## src/rtl/mem_bus_master.sv

```systemverilog
// -----------------------------------------------------------------------------
// mem_bus_master
// MEM-stage load/store initiator. Turns a single-cycle load/store request from
// the pipeline into a req/ack transaction on the data bus, handling byte/half/
// word sizing, byte-lane steering, alignment checking and load extension, and
// stalls the pipeline until the responder acknowledges.
//
// Optional feature macro: MEM_BUS_TIMEOUT_EN
//   defined   : REQ aborts after TIMEOUT_CYCLES cycles without bus_ack,
//               completing with mem_rdata=0 and bus_err=1.
//   undefined : REQ waits indefinitely, bus_err is tied 0.
//
// Ports
//   clk, rst_n        clock (rising edge), async active-low reset
//   mem_rd, mem_wr    load / store request (store has priority)
//   mem_size          00 byte, 01 half, 10 word, 11 illegal
//   mem_signed        sign-extend byte/half loads
//   mem_addr          byte address
//   mem_wdata         right-justified store data
//   mem_rdata         extended load result, valid while done=1
//   stall             pipeline freeze
//   done              one-cycle completion pulse
//   align_err         one-cycle misaligned/illegal-size pulse
//   bus_err           one-cycle timeout pulse, coincides with done
//   bus_req           bus request, held until ack
//   bus_we            1 write, 0 read
//   bus_addr          word-aligned bus address
//   bus_be            byte enables, little-endian lanes
//   bus_wdata         lane-replicated store data
//   bus_ack           responder acknowledge (single cycle)
//   bus_rdata         read word, valid with bus_ack
// -----------------------------------------------------------------------------
module mem_bus_master #(
  parameter int unsigned TIMEOUT_CYCLES = 255
) (
  input  logic        clk,
  input  logic        rst_n,
  input  logic        mem_rd,
  input  logic        mem_wr,
  input  logic [1:0]  mem_size,
  input  logic        mem_signed,
  input  logic [31:0] mem_addr,
  input  logic [31:0] mem_wdata,
  output logic [31:0] mem_rdata,
  output logic        stall,
  output logic        done,
  output logic        align_err,
  output logic        bus_err,
  output logic        bus_req,
  output logic        bus_we,
  output logic [31:0] bus_addr,
  output logic [3:0]  bus_be,
  output logic [31:0] bus_wdata,
  input  logic        bus_ack,
  input  logic [31:0] bus_rdata
);

  typedef enum logic [1:0] {
    S_IDLE = 2'd0,
    S_REQ  = 2'd1,
    S_RESP = 2'd2
  } state_t;

  localparam logic [1:0] SZ_BYTE = 2'b00;
  localparam logic [1:0] SZ_HALF = 2'b01;
  localparam logic [1:0] SZ_WORD = 2'b10;

  state_t      r_state;
  state_t      w_next;

  logic        w_req;
  logic        w_legal;
  logic        w_start;
  logic        w_tmo;
  logic [3:0]  w_be;
  logic [31:0] w_wdata;
  logic [7:0]  w_byte;
  logic [15:0] w_half;
  logic [31:0] w_ld;

  logic [31:0] r_mem_rdata;
  logic        r_bus_err;
  logic        r_bus_we;
  logic [31:0] r_bus_addr;
  logic [3:0]  r_bus_be;
  logic [31:0] r_bus_wdata;
  logic [1:0]  r_lane;
  logic [1:0]  r_size;
  logic        r_signed;

  assign w_req   = mem_rd | mem_wr;
  assign w_start = (r_state == S_IDLE) && w_req && w_legal;

  // Alignment / size legality of the presented request
  always_comb begin
    w_legal = 1'b0;
    case (mem_size)
      SZ_BYTE: w_legal = 1'b1;
      SZ_HALF: w_legal = ~mem_addr[0];
      SZ_WORD: w_legal = (mem_addr[1:0] == 2'b00);
      default: w_legal = 1'b0;
    endcase
  end

  // Byte-lane enables and replicated store data
  always_comb begin
    w_be    = 4'b1111;
    w_wdata = mem_wdata;
    case (mem_size)
      SZ_BYTE: begin
        w_be    = 4'b0001 << mem_addr[1:0];
        w_wdata = {4{mem_wdata[7:0]}};
      end
      SZ_HALF: begin
        w_be    = 4'b0011 << {mem_addr[1], 1'b0};
        w_wdata = {2{mem_wdata[15:0]}};
      end
      default: ;
    endcase
  end

  // Lane extraction and sign/zero extension of the returned word
  always_comb begin
    w_byte = bus_rdata[7:0];
    case (r_lane)
      2'd0: w_byte = bus_rdata[7:0];
      2'd1: w_byte = bus_rdata[15:8];
      2'd2: w_byte = bus_rdata[23:16];
      2'd3: w_byte = bus_rdata[31:24];
      default: ;
    endcase
    w_half = r_lane[1] ? bus_rdata[31:16] : bus_rdata[15:0];
    case (r_size)
      SZ_BYTE: w_ld = {{24{r_signed & w_byte[7]}}, w_byte};
      SZ_HALF: w_ld = {{16{r_signed & w_half[15]}}, w_half};
      default: w_ld = bus_rdata;
    endcase
  end

`ifdef MEM_BUS_TIMEOUT_EN
  localparam int unsigned CLOG_W = $clog2(TIMEOUT_CYCLES + 1);
  localparam int unsigned CNT_W  = (CLOG_W > 8) ? CLOG_W : 8;

  logic [CNT_W-1:0] r_tmo_cnt;

  // Counts REQ cycles that pass without an acknowledge
  always_ff @(posedge clk or negedge rst_n) begin
    if (!rst_n) begin
      r_tmo_cnt <= '0;
    end else if (w_start) begin
      r_tmo_cnt <= '0;
    end else if ((r_state == S_REQ) && !bus_ack) begin
      r_tmo_cnt <= r_tmo_cnt + CNT_W'(1);
    end
  end

  // Last allowed REQ cycle without ack; an ack on that cycle still wins
  assign w_tmo = (r_state == S_REQ) && !bus_ack &&
                 (r_tmo_cnt == CNT_W'(TIMEOUT_CYCLES - 1));
`else
  logic [31:0] w_unused_tmo;
  assign w_unused_tmo = TIMEOUT_CYCLES;
  assign w_tmo        = 1'b0;
`endif

  // State register
  always_ff @(posedge clk or negedge rst_n) begin
    if (!rst_n) begin
      r_state <= S_IDLE;
    end else begin
      r_state <= w_next;
    end
  end

  // Next-state logic
  always_comb begin
    w_next = r_state;
    case (r_state)
      S_IDLE: if (w_start) w_next = S_REQ;
      S_REQ:  if (bus_ack || w_tmo) w_next = S_RESP;
      S_RESP: w_next = S_IDLE;
      default: w_next = S_IDLE;
    endcase
  end

  // State-decoded handshake outputs; align_err/stall look at the live request
  always_comb begin
    bus_req   = 1'b0;
    stall     = 1'b0;
    done      = 1'b0;
    align_err = 1'b0;
    case (r_state)
      S_IDLE: begin
        stall     = w_start;
        align_err = w_req && !w_legal;
      end
      S_REQ: begin
        bus_req = 1'b1;
        stall   = 1'b1;
      end
      S_RESP: done = 1'b1;
      default: ;
    endcase
  end

  // Bus-side request registers and load result capture
  always_ff @(posedge clk or negedge rst_n) begin
    if (!rst_n) begin
      r_mem_rdata <= '0;
      r_bus_err   <= 1'b0;
      r_bus_we    <= 1'b0;
      r_bus_addr  <= '0;
      r_bus_be    <= '0;
      r_bus_wdata <= '0;
      r_lane      <= '0;
      r_size      <= '0;
      r_signed    <= 1'b0;
    end else begin
      if (w_start) begin
        r_bus_addr  <= {mem_addr[31:2], 2'b00};
        r_bus_we    <= mem_wr;
        r_bus_be    <= w_be;
        r_bus_wdata <= w_wdata;
        r_lane      <= mem_addr[1:0];
        r_size      <= mem_size;
        r_signed    <= mem_signed;
      end
      if (r_state == S_REQ) begin
        if (bus_ack) begin
          if (!r_bus_we) r_mem_rdata <= w_ld;
        end else if (w_tmo) begin
          r_mem_rdata <= '0;
        end
      end
      // w_tmo only fires on the REQ->RESP edge, so this lines up with done
      r_bus_err <= w_tmo;
    end
  end

  assign mem_rdata = r_mem_rdata;
  assign bus_err   = r_bus_err;
  assign bus_we    = r_bus_we;
  assign bus_addr  = r_bus_addr;
  assign bus_be    = r_bus_be;
  assign bus_wdata = r_bus_wdata;

endmodule

```

## config.mk

```make
export PLATFORM = sky130hd
export DESIGN_NAME = mem_bus_master
export DESIGN_NICKNAME = d
export VERILOG_FILES = /design/src/rtl/mem_bus_master.sv
export SDC_FILE = /design/constraint.sdc
export NUM_CORES = 1
export LEC_CHECK = 0
export BUFFER_PORTS_ARGS = -buffer_cell sky130_fd_sc_hd__buf_4
export CAP_MARGIN = 20
export CELL_PAD_IN_SITES_DETAIL_PLACEMENT = 0
export CELL_PAD_IN_SITES_GLOBAL_PLACEMENT = 1
export CORE_ASPECT_RATIO = 1.2
export CORE_UTILIZATION = 39
export CTS_BUF_LIST = sky130_fd_sc_hd__clkbuf_2 sky130_fd_sc_hd__clkbuf_4 sky130_fd_sc_hd__clkbuf_8
export DETAILED_ROUTE_END_ITERATION = 16
export GPL_TIMING_DRIVEN = 0
export PLACE_DENSITY = 0.87
export RECOVER_POWER = 100
export SYNTH_ARGS = -nofsm -noshare
export SYNTH_HDL_FRONTEND = slang
export SYNTH_SLANG_ARGS = --single-unit
```

## constraint.sdc

```tcl
create_clock -name clk -period 2.04 [get_ports clk]
set_input_delay 0.306 -clock clk [delete_from_list [all_inputs] [get_ports clk]]
set_output_delay 0.306 -clock clk [all_outputs]
set_load 0.005 [all_outputs]
```

# [Word-level counts from Yosys, hierarchy flattened]
# Index checks and enable logic that the tools add are counted.
[word_totals] reg_bits=106 out_inout_bits=106 word_cells=50
[classes] eq_ne=10 n_shift=2 muxes=13 n_bitwise=5 reduce_logical=11
[ops] op="one-hot mux 32 bit (2 select lines)" n=2
[ops] op="one-hot mux 8 bit (4 select lines)" n=1
[ops] op="two-way mux 16 bit" n=1
[ops] op="zero test 2 bit" n=5
[ops] op="equality test 2 x 1 -> 1 bit, second input constant" n=4
[ops] op="equality test 2 bit, second input constant" n=4
[ops] op="one-hot mux 4 bit (2 select lines)" n=1
[ops] op="two-way mux 2 bit" n=2
[ops] op="!= test 2 bit, second input constant" n=2
[ops] op="one-hot mux 2 bit (2 select lines)" n=1
[ops] op="left shift 1 x 2 -> 4 bit, first input constant" n=1
[ops] op="left shift 2 x 2 -> 4 bit, first input constant" n=1
[ops] op="logical AND 1 bit" n=3
[ops] op="two-way mux 1 bit" n=3
[ops] op="one-hot mux 1 bit (3 select lines)" n=1
[ops] op="AND reduction 3 bit" n=1
[ops] op="AND 1 bit" n=2
[ops] op="inverter 1 bit" n=2
[ops] op="one-hot mux 1 bit (2 select lines)" n=1
[ops] op="AND reduction 2 bit" n=1
[ops] op="zero test 1 bit" n=1
[ops] op="bitwise OR 1 bit" n=1

# [Logic depth before layout (Yosys ltp)]
# Gate-level depths: netlist of the first run.
[logic_depth] depth_word=5 ltp_mapped=6 depth_no_buf=4

# [Worst setup path before layout of the first run]
# Ideal clock, no wire load.
[synth_path] kind="input to output" startpoint="input mem_size[0]" endpoint="output align_err" t_arrival_ps=1283 required_time_ps=1734 slack_ps=451 cell_stages=6 path_cell_list="buf_2 > o21ai_2 > a21o_4 > buf_2 > buf_6 > nor2_1"
[synth_via] elab_chain_len=5 word_cells_on_any_way=7
[synth_lines] item="start: declaration" line_no="40" source="input logic [1:0] mem_size,"
[synth_lines] item="equality test 2 bit, or another cell as far along" line_no="97" source="case (mem_size)"
[synth_lines] item="one-hot mux 1 bit (3 select lines) *" line_no="97"
[synth_lines] item="zero test 1 bit *" line_no="195" source="align_err = w_req && !w_legal;"
[synth_lines] item="logical AND 1 bit *" line_no="195"
[synth_lines] item="two-way mux 1 bit *" line_no="192" source="case (r_state)"
[synth_lines] item="end: declaration" line_no="47" source="output logic align_err,"
# Mark *: on every way between the ends. The rest lies on a longest branch, timed or not.

# [Worst setup path in the final report of the first run]
[layout_path] startpoint="register r_state[1]" endpoint="output align_err"
[layout_via] elab_chain_len=2
[layout_lines] item="start: declaration" line_no="68" source="state_t r_state;"
[layout_lines] item="start signal: assignment" line_no="171" source="r_state <= w_next;"
[layout_lines] item="zero test 2 bit" line_no="192"
[layout_lines] item="two-way mux 1 bit" line_no="192"
# Every way passes these cells.

==> results of run 1 <==
## layout make-up
class / count / area (sq um)
Buffer: 36 / 195.2
Clock buffer: 9 / 123.9
Clock inverter: 7 / 83.83
Fill cell: 1245 / 6245
Inverter: 3 / 11.26
Multi-Input combinational cell: 307 / 2292
Sequential cell: 106 / 2653
Tap cell: 168 / 210.2
Timing Repair Buffer: 205 / 1481
## routing by layer
| metal | global-route usage [%] | up-vias | routed length, um |
|---|---|---|---|
| li1 | - | 2038 | - |
| met1 | 26.48 | 2112 | 5984 |
| met2 | 36.51 | 169 | 7502 |
| met3 | 5.605 | 23 | 1080 |
| met4 | 7.552 | 0 | 276 |
| met5 | 0 | - | 0 |
## worst reg2reg max path, stage by stage (launching register included)
cell	delay, ps
dfrtp_1	460
nor3_4	290
clkbuf_1	380
clkbuf_1	440
a31oi_1	150
## cells in the final DEF, fill, tap and decap left out, types with 3 or more instances in the layout
cell | Yosys | routed
dfrtp_1 | 106 | 106
clkbuf_4 | 0 | 82
nand2_1 | 33 | 33
inv_1 | 3 | 3
a211o_1 | 7 | 7
buf_2 | 14 | 8
nand3b_1 | 6 | 6
nor2b_1 | 9 | 9
mux2i_1 | 23 | 23
a21oi_1 | 46 | 46
o21ai_0 | 18 | 21
a31oi_1 | 15 | 15
nand2b_1 | 5 | 5
nor2_1 | 33 | 33
mux2_2 | 8 | 8
clkbuf_1 | 6 | 29
a21o_1 | 8 | 8
clkbuf_2 | 0 | 11
buf_4 | 8 | 107
mux2_4 | 50 | 18
conb_1 | 1 | 3
a22o_1 | 4 | 4
a221oi_1 | 9 | 9
clkbuf_8 | 0 | 9
mux2_1 | 0 | 32
## power by group
group / switching [W] / internal (W) / total [W]
Sequential: 0.000582 / 0.00302 / 0.00360
Combinational: 0.00167 / 0.00199 / 0.00366
Clock: 0.000780 / 0.000589 / 0.00137
Total: 0.00303 / 0.00560 / 0.00863
## sequential cells by signal, summed over array words and instances (netlist names)
signal     count
bus_wdata     32
mem_rdata     32
bus_addr      30
bus_be         4
r_lane         2
r_size         2
r_state        2
bus_we         1
r_signed       1
## final timing paths
kind                                        endpoint  cells past startpoint
setup / recovery                           align_err                      3
hold / removal               bus_addr[5]$_DFFE_PN0P_                      2
setup reg to reg           bus_wdata[12]$_DFFE_PN0P_                      4
hold reg to reg             mem_rdata[3]$_DFFE_PN0P_                      2
max in group asynchronous   bus_addr[27]$_DFFE_PN0P_                      1
min in group asynchronous   bus_wdata[1]$_DFFE_PN0P_                      1
## per-stage QoR
step / util [%] / instances / power [W] / setup slack, ps
3_3_place_gp: 53.49 / 824 / 0.007767 / 230.1
4_1_cts: 55.26 / 841 / 0.009296 / 133.1
3_5_place_dp: 53.70 / 825 / 0.007894 / 206.7
2_1_floorplan: - / 452 / 0.005704 / 450.7
5_1_grt: 53.03 / 841 / 0.009225 / 43.80
6_report: 53.03 / 841 / 0.008632 / 129.3
## kinds of logic after synthesis
group | after synthesis | synth area share, %
AOI/OAI and AO/OA | 119 | 14.23
xor gates and xnor gates | 2 | 0.3267
buffers and inverters | 39 | 5.413
DFF | 106 | 49.46
muxes | 82 | 20.39
other | 1 | 0.06993
and+or+nand+nor | 101 | 10.10
==> impl_metrics.py, run 1 <==
metrics = {
    "logic_synthesis": {
        "synthCells": 450,
        "synthTopCellsByArea": "dfrtp_1, mux2_4, a21oi_1",
        "synth-seq-area-share_pct": 49.46,
        "synth_common_cells": "dfrtp_1, mux2_4, a21oi_1",
        "synth_area_sq_mm": 0.005363,
        "ys_types": 50,
        "synth_flop_cell": "dfrtp_1",
        "avgSynthCellArea_sq_um": 11.92,
        "synth_edf_count": 0,
        "synth_top_area_share_pct": 49.46,
        "yosysMostFrequentCell": "dfrtp_1",
        "synthArstFlopShare_pct": 100.0,
        "yosysWarnings": 0,
        "synth_seq_cells": 106,
        "synth_top_area_cell": "dfrtp_1",
    },
    "worst_setup_path": {
        "cp_num_buf_inv": 1,
        "crit_family": "simple AND/OR/NAND/NOR gates",
        "worstPathRequired_ps": 1730,
        "cp-start-kind": "flip-flop",
        "critical_path.startpoint": "r_state[1]$_DFFE_PN0P_",
        "cp-end-kind": "primary output",
        "slowest_stage": "or3_1",
        "r2r_start": "r_state[1]$_DFFE_PN0P_",
        "cp_slowest_stage_delay_ps": 500,
        "critPathMaxFanout": 6,
        "cp.arrival_ps": 1600,
        "worstPathCellList": "or3_1, nor2_1, clkbuf_4",
        "rrSetupSlack_ps": 180,
        "path_class": "flip-flop to primary output",
    },
    "clock_tree": {
        "ctsHtreeMaxLevel": 3,
        "cts.reportedPaths.clkPinSlew_ps": 100,
        "cts-root-buf": "clkbuf_8",
        "cts_resized": 0,
        "cts_num_sinks": 106,
        "cts_hold_buf": 0,
        "cts_tree": "yes",
        "clk_latency_ps": 380,
        "cts_inserted_buffers": 9,
        "cts_setup_buffers": 0,
        "clockBufferDepth": 2,
    },
    "global_route": {
        "grt_pass1_wl_mm": 23.47,
        "grtUsageTotal_pct": 21.56,
        "antenna_found_initial": 0,
        "grt_max_degree": 64,
        "grt_pass1_vias": 4596,
        "grt.overflow.total": 0,
    },
    "placed_design": {
        "gp_congestion": 0.8195,
        "place_area_sq_mm": 0.007139,
        "portBuffers": 204,
        "dp_hpwl_mm": 11.40,
    },
    "drt": {
        "drt-initial-drc-count": 264,
        "wl_mm": 14.84,
        "drc": 0,
        "drtPass1Iterations": 4,
        "viasPerCell": 5.163,
        "vias": 4342,
        "final_antenna_net_count": 0,
        "wl_per_cell_um": 17.65,
    },
    "die": {
        "die_area_sq_mm": 0.01423,
        "io_pins": 210,
        "core_area_sq_mm": 0.01330,
        "rows": 46,
        "dieHeight_um": 130.5,
        "fp.dieW_um": 109.0,
        "initial_core_util_pct": 40.34,
    },
    "layout": {
        "area_growth_pct": 31.47,
        "fin_area_sq_mm": 0.007051,
        "layout-drive-gt1-share_pct": 38.93,
        "antenna_cells": 0,
        "nets": 772,
    },
    "timing": {
        "slew_headroom_pct": -8.141,
        "fmax_mhz": 523.4,
        "holdWs_ps": 130.5,
        "worstMarginPinSlew_ps": 1622,
        "finalCritPeriodShare_pct": 93.66,
        "maxSlewViolCount": 63,
        "setup_viol": 0,
        "min_period_ps": 1911,
        "hold_viol": 0,
        "final.setup.tns_ps": 0,
        "skew_ps": 7.306,
        "rsz0062_at_grt": "false",
    },
    "hold_path": {
        "worstHoldStart": "mem_addr[5]",
        "hp-class": "primary input to flip-flop",
    },
    "job": {
        "maxCapViolCount": 1,
    },
    "status": {
        "outcome": "finished with violations",
        "violations": "max-capacitance violations, max-slew violations",
    },
    "pwr": {
        "irDropWorstVdd_v": 0.0007040,
        "p_leak_nw": 3.360,
        "power_density_mw_per_mm2": 1224,
    },
}
(Power assumes the default switching activity.)
==> inputs of run 2 (changes only) <==
--- a/config.mk
+++ b/config.mk
@@ -5,7 +5,7 @@
 export SDC_FILE = /design/constraint.sdc
 export NUM_CORES = 1
 export LEC_CHECK = 0
-export BUFFER_PORTS_ARGS = -buffer_cell sky130_fd_sc_hd__buf_4
+export BUFFER_PORTS_ARGS = -buffer_cell sky130_fd_sc_hd__buf_2
 export CAP_MARGIN = 20
 export CELL_PAD_IN_SITES_DETAIL_PLACEMENT = 0
 export CELL_PAD_IN_SITES_GLOBAL_PLACEMENT = 1
==> impl_metrics.py, run 2 (synthesis gave the netlist of run 1 again) <==
metrics = {
    "clock_tree": {
        "cts_inserted_buffers": 9,
        "cts_num_sinks": 106,
        "cts-root-buf": "clkbuf_8",
        "cts_resized": 0,
        "cts.reportedPaths.clkPinSlew_ps": 100,
        "cts_setup_buffers": 0,
        "clockBufferDepth": 2,
        "cts_tree": "yes",
        "clk_latency_ps": 360,
        "ctsHtreeMaxLevel": 3,
        "cts_hold_buf": 0,
    },
    "placed_design": {
        "portBuffers": 204,
        "dp_hpwl_mm": 11.09,
        "gp_congestion": 0.8186,
    },
    "die": {
        "core_area_sq_mm": 0.01330,
        "initial_core_util_pct": 40.34,
        "rows": 46,
        "io_pins": 210,
        "die_area_sq_mm": 0.01423,
        "fp.dieW_um": 109.0,
        "dieHeight_um": 130.5,
    },
    "layout": {
        "layout-drive-gt1-share_pct": 32.24,
        "nFillCells": 1318,
        "regArea_sq_mm": 0.002653,
        "nets": 772,
        "antenna_cells": 0,
        "layout_common_cells": "buf_2, dfrtp_1, clkbuf_1",
        "final_util_pct": 49.20,
        "final_common_cell": "buf_2",
        "multi_input_area_sq_mm": 0.002261,
        "area_growth_pct": 21.98,
    },
    "global_route": {
        "grt_max_degree": 64,
        "grt.overflow.total": 0,
        "antenna_found_initial": 0,
        "grtUsageTotal_pct": 20.80,
        "grt_pass1_vias": 4494,
        "grt_pass1_wl_mm": 22.63,
    },
    "drt": {
        "wl_per_cell_um": 17.20,
        "final_antenna_net_count": 0,
        "vias": 4371,
        "wl_mm": 14.46,
        "drc": 0,
        "drtPass1Iterations": 4,
        "viasPerCell": 5.197,
        "drt-initial-drc-count": 226,
    },
    "timing": {
        "worstMarginPinSlew_ps": 1616,
        "rsz0062_at_grt": "false",
        "finalCritPeriodShare_pct": 91.95,
        "fmax_mhz": 533.1,
        "slew_headroom_pct": -7.710,
        "setup_viol": 0,
        "hold_viol": 0,
        "min_period_ps": 1876,
        "skew_ps": 10.91,
        "maxSlewViolCount": 63,
    },
    "status": {
        "outcome": "finished with violations",
        "violations": "max-capacitance violations, max-slew violations",
    },
    "pwr": {
        "power.total_w": 0.008239,
        "p_leak_nw": 3.085,
        "irDropWorstVdd_v": 0.0005770,
        "power_density_mw_per_mm2": 1259,
    },
    "hold_path": {
        "hp-class": "primary input to flip-flop",
        "hold_depth": 2,
    },
    "worst_setup_path": {
        "cp-start-kind": "flip-flop",
        "cp-end-kind": "flip-flop",
        "rrSetupSlack_ps": 160,
        "critPathMaxFanout": 10,
        "worstPathRequired_ps": 2280,
        "path_class": "flip-flop to flip-flop",
        "rr_worst_depth": 4,
        "cp.arrival_ps": 2120,
    },
    "job": {
        "maxCapViolCount": 1,
    },
}
==> run 2: cell count changes in the layout (fill, tap and decap cells not counted), sizes merged <==
| cell | previous run | this run |
|---|---|---|
| buf | 119 | 162 |
| inv | 6 | 4 |
| clkbuf | 131 | 90 |
| clkinv | 2 | 1 |
| bufinv | 1 | 2 |
==> run 2: final cells by class <==
cell class	count	area share, %
sequential	106	40.55
inverter	3	0.1722
clock buffer	11	2.314
buffer	36	3.003
tap	168	3.213
timing repair buffer	205	14.88
clock inverter	5	1.301
multi-input combinational	307	34.56
==> run 2: layer usage <==
layer	global-route usage, %	part of all wire [%]	vias up
met4	7.631	2.2	0
met5	0	0	-
met1	25.79	41	2118
li1	-	-	2046
met2	34.89	50	185
met3	5.258	7.3	22
==> run 2: final timing paths <==
path / start / to
max reg2reg: r_state[1]$_DFFE_PN0P_ / r_lane[0]$_DFFE_PN0P_
min in group asynchronous: rst_n / bus_wdata[1]$_DFFE_PN0P_
min reg2reg: bus_addr[8]$_DFFE_PN0P_ / bus_addr[8]$_DFFE_PN0P_
max: r_state[1]$_DFFE_PN0P_ / r_lane[0]$_DFFE_PN0P_
min: mem_addr[11] / bus_addr[11]$_DFFE_PN0P_
max in group asynchronous: rst_n / bus_addr[26]$_DFFE_PN0P_
==> run 2: power breakdown <==
part,switching [W],leakage (nW),internal [W]
logic,0.00166,1.74,0.00150
clock network,0.000733,0.116,0.000766
registers,0.000558,1.23,0.00302
total,0.00295,3.08,0.00528
==> run 2: through the flow <==
step / TNS, ps / cell area, sq um / hold slack [ps] / setup WS, ps / std cells
2_1_floorplan: 0 / 5370 / 10.41 / 450.7 / 452
3_3_place_gp: -50100 / 6601 / 475.1 / -481.6 / 824
3_5_place_dp: 0 / 6631 / 454.7 / 206.5 / 825
4_1_cts: 0 / 6868 / 42.85 / 170.1 / 841
5_1_grt: 0 / 6541 / 126.3 / 41.33 / 841
6_report: 0 / 6541 / 148.2 / 164.3 / 841
==> run 2: worst max-delay path: stages, from the launching register on <==
cell      delay (ps)
dfrtp_1          460
nor3_4           290
nand2_2          260
clkbuf_2         360
mux2_1           390
==> inputs of run 3 (changes only) <==
--- a/config.mk
+++ b/config.mk
@@ -13,7 +13,6 @@
 export CORE_UTILIZATION = 39
 export CTS_BUF_LIST = sky130_fd_sc_hd__clkbuf_2 sky130_fd_sc_hd__clkbuf_4 sky130_fd_sc_hd__clkbuf_8
 export DETAILED_ROUTE_END_ITERATION = 16
-export GPL_TIMING_DRIVEN = 0
 export PLACE_DENSITY = 0.87
 export RECOVER_POWER = 100
 export SYNTH_ARGS = -nofsm -noshare
==> constraint.sdc (replaced) <==
create_clock -name clk -period 2.04 [get_ports clk]
set_input_delay 0.306 -clock clk [delete_from_list [all_inputs] [get_ports clk]]
set_output_delay 0.306 -clock clk [all_outputs]
set_load 0.01 [all_outputs]
==> impl_metrics.py, run 3 (synthesis gave the netlist of run 1 again) <==
metrics = {
    "worst_setup_path": {
        "cp.arrival_ps": 1590,
        "cp-end-kind": "primary output",
        "worstPathRequired_ps": 1730,
        "cp_num_buf_inv": 1,
        "critPathMaxFanout": 6,
        "cp-start-kind": "flip-flop",
        "cp_slowest_stage_delay_ps": 490,
        "worstPathCellList": "or3_1, nor2_1, clkbuf_1",
        "path_class": "flip-flop to primary output",
        "crit_family": "simple AND/OR/NAND/NOR gates",
        "slowest_stage": "or3_1",
    },
    "layout": {
        "final_common_cell": "clkbuf_1",
        "layout-drive-gt1-share_pct": 23.67,
        "nets": 758,
        "antenna_cells": 0,
        "area_growth_pct": 18.81,
        "layout_common_cells": "clkbuf_1, dfrtp_1, buf_2",
    },
    "drt": {
        "wl_mm": 13.59,
        "vias": 4248,
        "drt-initial-drc-count": 212,
        "final_antenna_net_count": 0,
        "viasPerCell": 5.137,
        "drtPass1Iterations": 6,
        "drc": 0,
        "wl_per_cell_um": 16.44,
    },
    "timing": {
        "maxSlewViolCount": 0,
        "fmax_mhz": 527.4,
        "finalCritPeriodShare_pct": 92.95,
        "rsz0062_at_grt": "false",
        "slew_headroom_pct": 54.62,
        "setup_slack_ps": 143.7,
        "final.setup.tns_ps": 0,
        "hold_viol": 0,
        "skew_ps": 12.30,
        "setup_viol": 0,
        "worstMarginPinSlew_ps": 680.6,
        "min_period_ps": 1896,
    },
    "clock_tree": {
        "cts_inserted_buffers": 9,
        "cts_tree": "yes",
        "clockBufferDepth": 2,
        "cts.reportedPaths.clkPinSlew_ps": 100,
        "clk_latency_ps": 360,
        "cts_num_sinks": 106,
        "ctsHtreeMaxLevel": 3,
        "cts-root-buf": "clkbuf_8",
    },
    "die": {
        "die_area_sq_mm": 0.01423,
        "dieHeight_um": 130.5,
        "io_pins": 210,
        "rows": 46,
        "initial_core_util_pct": 40.34,
        "core_area_sq_mm": 0.01330,
        "fp.dieW_um": 109.0,
    },
    "hold_path": {
        "hp-class": "primary input to flip-flop",
    },
    "placed_design": {
        "dp_hpwl_mm": 10.28,
        "gp_congestion": 0.8094,
        "portBuffers": 206,
        "dp_slack_ps": 269.5,
    },
    "job": {
        "maxCapViolCount": 0,
    },
    "global_route": {
        "grt_pass1_wl_mm": 21.15,
        "grt_max_degree": 49,
        "antenna_found_initial": 0,
        "grtUsageTotal_pct": 19.28,
        "grt.overflow.total": 0,
        "grt_pass1_vias": 4189,
    },
    "pwr": {
        "p_leak_nw": 2.861,
        "power_density_mw_per_mm2": 1280,
        "irDropWorstVdd_v": 0.0004961,
    },
    "status": {
        "outcome": "complete, no violations",
    },
}
## run 3: metrics by stage
| step | util, % | cell area, sq um | std cells | total power [W] | hold slack (ps) |
|---|---|---|---|---|---|
| floorplan | - | 5370 | 452 | 0.006055 | 10.41 |
| global placement | 48.96 | 6510 | 810 | 0.007429 | 229.9 |
| detailed placement | 48.96 | 6510 | 810 | 0.007561 | 234.9 |
| CTS | 50.42 | 6704 | 827 | 0.008829 | 142.3 |
| global route | 47.92 | 6371 | 827 | 0.008744 | 124.0 |
| finish | 47.92 | 6371 | 827 | 0.008153 | 152.4 |
## run 3: path summary, 6_finish.rpt
path / start / end / slack, ps / cells after the start
setup reg to reg: r_state[1]$_DFFE_PN0P_ / mem_rdata[20]$_DFFE_PN0P_ / 240 / 4
setup / recovery: r_state[1]$_DFFE_PN0P_ / align_err / 140 / 3
min in group asynchronous: rst_n / bus_wdata[0]$_DFFE_PN0P_ / 370 / 2
hold reg to reg: bus_be[0]$_DFFE_PN0P_ / bus_be[0]$_DFFE_PN0P_ / 490 / 1
max in group asynchronous: rst_n / mem_rdata[7]$_DFFE_PN0P_ / 640 / 3
hold / removal: mem_addr[28] / bus_addr[28]$_DFFE_PN0P_ / 150 / 2
## run 3: cell type report
cell class                      count  area [sq um]
Clock buffer                       11         145.1
Clock inverter                      5         38.79
Fill cell                        1322          6924
Inverter                            3         11.26
Multi-Input combinational cell    307          2265
Sequential cell                   106          2653
Tap cell                          168         210.2
Timing Repair Buffer              227          1049
## run 3: timing repair
action	CTS	global route
resized for setup	0	0
setup endpoints to repair	0	0
endpoints found under the hold margin	23	0
setup buffers	0	0
hold buffers	1	0
## run 3: power by group
group	switching, W	leakage (nW)	internal [W]
clock network	0.000729	0.0816	0.000496
logic	0.00196	1.55	0.00136
registers	0.000595	1.23	0.00302
total	0.00328	2.86	0.00487
## run 3: layer usage
metal | track usage (%) | part of all wire (%)
met1 | 25.31 | 42
met2 | 31.85 | 49
met3 | 4.117 | 7.2
met4 | 5.882 | 1.2
met5 | 0 | 0
## run 3: worst register-to-register path: stages (launching register included)
cell and delay (ps):
dfrtp_1 460, and2b_1 340, nand3b_4 250, a31oi_4 490, a21oi_1 140
